`config.mk`:
```
export PLATFORM = sky130hd
export DESIGN_NAME = mul_seq_ctrl
export DESIGN_NICKNAME = d
export VERILOG_FILES = /design/src/rtl/mul_seq_ctrl_pkg.sv /design/src/rtl/mul2x2_core.sv /design/src/rtl/mul_seq_ctrl.sv
export SDC_FILE = /design/constraint.sdc
export NUM_CORES = 1
export LEC_CHECK = 0
export ABC_AREA = 1
export ABC_CLOCK_PERIOD_IN_PS = 5100
export CORE_ASPECT_RATIO = 1.2
export CORE_MARGIN = 2
export CORE_UTILIZATION = 30
export DETAILED_ROUTE_END_ITERATION = 16
export PLACE_DENSITY = 0.58
export REMOVE_ABC_BUFFERS = 1
export SLEW_MARGIN = 20
export SYNTH_ARGS = -nofsm -noshare
export SYNTH_HDL_FRONTEND = slang
export SYNTH_HIERARCHICAL = 1
export SYNTH_SLANG_ARGS = --single-unit
```
`constraint.sdc`:
```
create_clock -name clk -period 5.1 [get_ports clk]
set_input_delay 0.765 -clock clk [delete_from_list [all_inputs] [get_ports clk]]
set_output_delay 0.765 -clock clk [all_outputs]
set_load 0.03 [all_outputs]
```
`src/rtl/mul_seq_ctrl_pkg.sv`:
```
// Shared definitions for the sequential digit-serial multiplier controller.
// Holds the FSM state encoding and the digit geometry used by core and controller.
package mul_seq_ctrl_pkg;

    localparam int DIGIT_W = 2;
    localparam int PP_W    = 2 * DIGIT_W;

    typedef enum logic [1:0] {
        IDLE = 2'd0,
        RUN  = 2'd1,
        DONE = 2'd2
    } state_e;

endpackage

```
`src/rtl/mul2x2_core.sv`:
```
// Combinational 2-bit x 2-bit unsigned digit multiplier.
// Built from four AND partial products reduced with half-adder style XOR/AND stages.
module mul2x2_core
    import mul_seq_ctrl_pkg::*;
(
    input  logic [DIGIT_W-1:0] x,
    input  logic [DIGIT_W-1:0] y,
    output logic [PP_W-1:0]    p
);

    logic pp00;
    logic pp10;
    logic pp01;
    logic pp11;
    logic carry1;
    logic carry2;

    always_comb begin
        pp00   = x[0] & y[0];
        pp10   = x[1] & y[0];
        pp01   = x[0] & y[1];
        pp11   = x[1] & y[1];
        // Column 1 sums the two cross terms; its carry feeds column 2.
        carry1 = pp10 & pp01;
        carry2 = pp11 & carry1;
        p[0]   = pp00;
        p[1]   = pp10 ^ pp01;
        p[2]   = pp11 ^ carry1;
        p[3]   = carry2;
    end

endmodule

```
`src/rtl/mul_seq_ctrl.sv`:
```
// Sequential WIDTH x WIDTH unsigned multiplier that time-shares one 2x2 digit core,
// accumulating one shifted digit-pair product per cycle behind valid/ready handshakes.
module mul_seq_ctrl
    import mul_seq_ctrl_pkg::*;
#(
    parameter int WIDTH = 8
) (
    input  logic               clk,
    input  logic               rst,
    input  logic               in_valid,
    output logic               in_ready,
    input  logic [WIDTH-1:0]   a,
    input  logic [WIDTH-1:0]   b,
    output logic               out_valid,
    input  logic               out_ready,
    output logic [2*WIDTH-1:0] product,
    output logic               busy
);

    localparam int N  = WIDTH / DIGIT_W;
    localparam int CW = (N > 1) ? $clog2(N) : 1;
    localparam int PW = 2 * WIDTH;
    localparam logic [CW-1:0] LAST = CW'(N - 1);

    state_e          state_q;
    state_e          state_d;
    logic [WIDTH-1:0] a_q;
    logic [WIDTH-1:0] a_d;
    logic [WIDTH-1:0] b_q;
    logic [WIDTH-1:0] b_d;
    logic [PW-1:0]    acc_q;
    logic [PW-1:0]    acc_d;
    logic [CW-1:0]    i_q;
    logic [CW-1:0]    i_d;
    logic [CW-1:0]    j_q;
    logic [CW-1:0]    j_d;

    logic [DIGIT_W-1:0] a_dig;
    logic [DIGIT_W-1:0] b_dig;
    logic [PP_W-1:0]    pp4;
    logic [CW:0]        pos;
    logic [PW-1:0]      pp_shifted;

    // Digit i of a and digit j of b select the current pair for the shared core.
    assign a_dig = a_q[{i_q, 1'b0} +: DIGIT_W];
    assign b_dig = b_q[{j_q, 1'b0} +: DIGIT_W];

    mul2x2_core u_core (
        .x (a_dig),
        .y (b_dig),
        .p (pp4)
    );

    assign pos        = {1'b0, i_q} + {1'b0, j_q};
    assign pp_shifted = PW'(pp4) << {pos, 1'b0};

    always_comb begin
        state_d = state_q;
        a_d     = a_q;
        b_d     = b_q;
        acc_d   = acc_q;
        i_d     = i_q;
        j_d     = j_q;
        case (state_q)
            IDLE: begin
                if (in_valid) begin
                    a_d     = a;
                    b_d     = b;
                    acc_d   = '0;
                    i_d     = '0;
                    j_d     = '0;
                    state_d = RUN;
                end
            end
            RUN: begin
                acc_d = acc_q + pp_shifted;
                // j is the inner loop; the run ends after pair (N-1, N-1), no early-out.
                if (j_q == LAST) begin
                    j_d = '0;
                    if (i_q == LAST) begin
                        state_d = DONE;
                    end else begin
                        i_d = i_q + CW'(1);
                    end
                end else begin
                    j_d = j_q + CW'(1);
                end
            end
            DONE: begin
                if (out_ready) begin
                    state_d = IDLE;
                end
            end
            default: begin
                state_d = IDLE;
            end
        endcase
    end

    always_ff @(posedge clk) begin
        if (rst) begin
            state_q <= IDLE;
            a_q     <= '0;
            b_q     <= '0;
            acc_q   <= '0;
            i_q     <= '0;
            j_q     <= '0;
        end else begin
            state_q <= state_d;
            a_q     <= a_d;
            b_q     <= b_d;
            acc_q   <= acc_d;
            i_q     <= i_d;
            j_q     <= j_d;
        end
    end

    assign in_ready  = (state_q == IDLE);
    assign out_valid = (state_q == DONE);
    assign busy      = (state_q == RUN) || (state_q == DONE);
    assign product   = acc_q;

endmodule

```
==> results list <==
- In this run the power density over the cells is roughly 360 nW/um^2.
- Count of input and output buffers: 38
- Final #Nets: 519
* Unique masters post-synth: 28
* Buf+Inv Stages, Crit Path: 3
* Hold bufs inserted after CTS: 0
- Count of cells resized by post-cts repair: 0
* Starting utilization of the core area: 0.3126
* Congestion Overflow GR: 0
* Top cell family by delay on the critical path: adder cells
- Setup total negative slack on the finished layout was measured at 0 ns.
* Remaining antenna violation count after routing: 0
* Max stage delay cell, worst path: sky130_fd_sc_hd__dfxtp_1
* CTS Sinks: 38
- In this run the static leakage power is ~1.6 nW.
- Worst rel slew slack: 0.6877
- In this run the worst hold path is classified as reg -> reg.
* Outcome: complete, no violations
- Flip-flop and latch count after synthesis: 38
* Maximum clock path buffer count: 2
* Number of levels in the clock H-tree: 2
* Maximum Capacitance Violations: 0
* Post-route clock period utilization: 0.6445
- Category of the most critical setup path: reg -> reg
* Pre-Repair DR Iteration Count: 4
* VDD IR max: between 100 and 150 uV
- Counting the fill cells in the layout gives 960.
- CTS placed an instance of sky130_fd_sc_hd__clkbuf_8 at the clock tree root.
* TritonCTS clock tree: done
- The clock arrives with 0.007368 ns of skew.
- Total routed wirelength: 6857 um
- For this run, the register share of the synthesized area comes to 0.2811.
- Setup violations remaining at the end of the flow were counted as 0.
- Yosys warning count: 6
* Vias in the first global route: 2,683
* GRT Overall Usage: 0.1473
* Kind of capture point of the worst setup path: flip-flop
- From synthesis to final layout, the design area changed by 22.98%.
- Setup repair after global routing left no endpoint under its margin.
- 39 I/O pins were placed.
- The floorplan step defined a core boundary enclosing 8657 um^2.
- Walking the worst path, the cells encountered are inv_1, o21ai_0, o22ai_1, nand2_1, inv_1, ha_1, ha_1, mux2i_1, nor2_1, ha_1, nand2_1, inv_1, a21oi_1, nand2_1, nand2_1, nand2_1, nand2_1, nand3_1, a21oi_1.
- Cell area after synthesis: 2706 um^2
* Worst endpoint required time: 5.33 ns
- Routed length per instance: 11.58 um
* DP HPWL: 5355 um
- Based on the critical path, the design can be clocked at up to 304.2 MHz.
* Total number of placement rows: 37
- In this run, CTS created clock tree buffers numbering 5.
* Arrival time reported for the critical path endpoint: 3.52 ns
* Category of the worst setup path launch point: flip-flop
- Post-CTS setup buffer count: 0
- Slowest stage delay, CP: 0.47 ns
* First-pass GRT wire length: 11,870 um
- The initial antenna violation count came to 0.
- Number of remaining DRC errors: 0
- For the pin with the worst max-slew slack, the measured transition is 0.4680 ns.
- Vias: 2,757
- The cell that appears most often on the critical path is sky130_fd_sc_hd__nand2_1.
- Global placer's final weighted congestion: 0.9505
- Clock-pin slew was measured on the worst setup and hold paths at 0.08 ns.
- Of all nets on the critical path, the largest fanout is 8.
* Overall power consumption: 0.001184 W
- Fraction of layout cells with a size suffix above 1: 0.03579
- Vias per std cell: approximately 4.7
- Averaged over all synthesized cells, the footprint is 6.179 um^2.
- Synthesis handed over a netlist of 438 instances.
- The clock period could shrink to 3.287 ns.
- The number of antenna diodes in the final layout is 0.
- Overall die area: 9800 um^2
- Floorplan die width: 90.71 um
- At the later pin of the worst-skew pair, clock insertion delay measures a little under 0.3 ns.
- The number of pins exceeding their max-slew limit in the final report came to 0.
- Hold violation count in the final report: 0
* Utilization after layout: 0.3844
- Detailed router's first-iteration violation count: 103
* Largest net degree at the start of global routing: 21
* Floorplan die height: 108.0 um
## layer usage
metal | global-route usage | vias up | part of all wire | wire (um)
li1 | - | 1465 | - | -
met1 | 0.1680 | 1214 | 0.45 | 3075
met2 | 0.2761 | 70 | 0.50 | 3396
met3 | 0.02718 | 8 | 0.042 | 287
met4 | 0.04835 | 0 | 0.014 | 98
met5 | 0 | - | 0 | 0
## Yosys cell counts
cell type / number / share of area
sky130_fd_sc_hd__buf_2: 2 / 0.0037
sky130_fd_sc_hd__inv_2: 4 / 0.0055
sky130_fd_sc_hd__a22oi_1: 1 / 0.0028
sky130_fd_sc_hd__ha_1: 23 / 0.11
sky130_fd_sc_hd__inv_1: 63 / 0.087
sky130_fd_sc_hd__o22ai_1: 7 / 0.016
sky130_fd_sc_hd__dfxtp_1: 38 / 0.28
sky130_fd_sc_hd__nand2_2: 1 / 0.0023
sky130_fd_sc_hd__a21oi_1: 30 / 0.055
sky130_fd_sc_hd__a31oi_1: 2 / 0.0046
sky130_fd_sc_hd__fa_1: 2 / 0.015
sky130_fd_sc_hd__xnor2_1: 1 / 0.0032
sky130_fd_sc_hd__nand3b_1: 3 / 0.0083
sky130_fd_sc_hd__nor3_1: 6 / 0.011
sky130_fd_sc_hd__and2_1: 1 / 0.0023
sky130_fd_sc_hd__buf_4: 2 / 0.0055
sky130_fd_sc_hd__buf_6: 1 / 0.0042
sky130_fd_sc_hd__mux2i_1: 1 / 0.0037
sky130_fd_sc_hd__nand4_1: 2 / 0.0046
sky130_fd_sc_hd__or2_2: 3 / 0.0069
sky130_fd_sc_hd__o21ai_1: 1 / 0.0018
sky130_fd_sc_hd__nor2_1: 68 / 0.094
sky130_fd_sc_hd__a211oi_1: 2 / 0.0055
sky130_fd_sc_hd__nand2_1: 112 / 0.16
sky130_fd_sc_hd__or2_1: 1 / 0.0023
sky130_fd_sc_hd__nand3_1: 24 / 0.044
sky130_fd_sc_hd__o21ai_0: 32 / 0.059
sky130_fd_sc_hd__clkbuf_1: 5 / 0.0069
## layout by cell type (no fill, tap or decap)
cell type | synthesis | routed
sky130_fd_sc_hd__o22ai_1 | 7 | 7
sky130_fd_sc_hd__clkdlybuf4s50_1 | 0 | 38
sky130_fd_sc_hd__inv_1 | 63 | 63
sky130_fd_sc_hd__and2_1 | 1 | 1
sky130_fd_sc_hd__xnor2_1 | 1 | 1
sky130_fd_sc_hd__clkbuf_8 | 0 | 6
sky130_fd_sc_hd__a22oi_1 | 1 | 1
sky130_fd_sc_hd__a31oi_1 | 2 | 2
sky130_fd_sc_hd__nor3_1 | 6 | 6
sky130_fd_sc_hd__ha_1 | 23 | 23
sky130_fd_sc_hd__o21ai_1 | 1 | 1
sky130_fd_sc_hd__dfxtp_1 | 38 | 38
sky130_fd_sc_hd__nor2_1 | 68 | 68
sky130_fd_sc_hd__nand3b_1 | 3 | 3
sky130_fd_sc_hd__inv_2 | 4 | 4
sky130_fd_sc_hd__or2_2 | 3 | 3
sky130_fd_sc_hd__nand4_1 | 2 | 2
sky130_fd_sc_hd__o21ai_0 | 32 | 32
sky130_fd_sc_hd__nand2_1 | 112 | 112
sky130_fd_sc_hd__a211oi_1 | 2 | 2
sky130_fd_sc_hd__nand2_2 | 1 | 1
sky130_fd_sc_hd__or2_1 | 1 | 1
sky130_fd_sc_hd__fa_1 | 2 | 2
sky130_fd_sc_hd__bufinv_16 | 0 | 2
sky130_fd_sc_hd__a21oi_1 | 30 | 30
sky130_fd_sc_hd__buf_4 | 2 | 1
sky130_fd_sc_hd__nand3_1 | 24 | 24
sky130_fd_sc_hd__mux2i_1 | 1 | 1
## area by class of cell
type	instances	area [um^2]	share of cell area
Clock inverter	2	60.06	0.01805
Inverter	67	251.5	0.07556
Sequential cell	38	760.7	0.2286
Multi-Input combinational cell	323	1639	0.4925
Clock buffer	6	82.58	0.02481
Timing Repair Buffer	39	387.9	0.1165
Tap cell	117	146.4	0.04398
## metrics by stage
step	worst slack (ns)	instance area (um^2)	std cells	hold slack [ns]
after floorplan	2.328	2651	428	0.4495
final	1.813	3328	592	0.4818
after CTS	1.836	3328	592	0.4881
after global routing	1.368	3328	592	0.5170
after detailed placement	1.867	3186	584	0.4689
after global placement	1.901	3186	584	0.4607
## power by group
part | internal (W) | total (W) | switching (W)
clock network | 0.000209 | 0.000325 | 0.000116
registers | 0.000349 | 0.000386 | 0.0000372
logic | 0.000167 | 0.000474 | 0.000307
total | 0.000724 | 0.00118 | 0.000460
## flip-flops by register name (all words and copies together) (netlist names)
| signal | flops |
|---|---|
| j_q | 2 |
| i_q | 2 |
| product | 16 |
| a_q | 8 |
| state_q | 2 |
| b_q | 8 |
## worst paths after layout
path | from | endpoint | slack, ns | cells past startpoint
worst min-delay path | b_q[2]$_SDFFE_PP0P_ | b_q[2]$_SDFFE_PP0P_ | 0.48 | 2
worst min register to register | b_q[2]$_SDFFE_PP0P_ | b_q[2]$_SDFFE_PP0P_ | 0.48 | 2
worst max register to register | j_q[0]$_SDFFE_PP0P_ | product[11]$_SDFFE_PP0P_ | 1.81 | 19
worst max-delay path | j_q[0]$_SDFFE_PP0P_ | product[11]$_SDFFE_PP0P_ | 1.81 | 19
## tightest hold or removal path: stages (launching register included)
cell and delay (ns):
sky130_fd_sc_hd__dfxtp_1 0.33, sky130_fd_sc_hd__nor2_1 0.05, sky130_fd_sc_hd__nor2_1 0.08
## logic make-up (layout without fill, tap and decap cells)
group	count (synthesis)	count (layout)	share of synthesized area
simple gates	221	221	0.3319
buf+inv	77	114	0.1133
compound gates	75	75	0.1456
fa+ha+maj	25	25	0.1211
xor+xnor	1	1	0.003237
mux	1	1	0.003699
flops	38	38	0.2811
(Power assumes the default switching activity.)
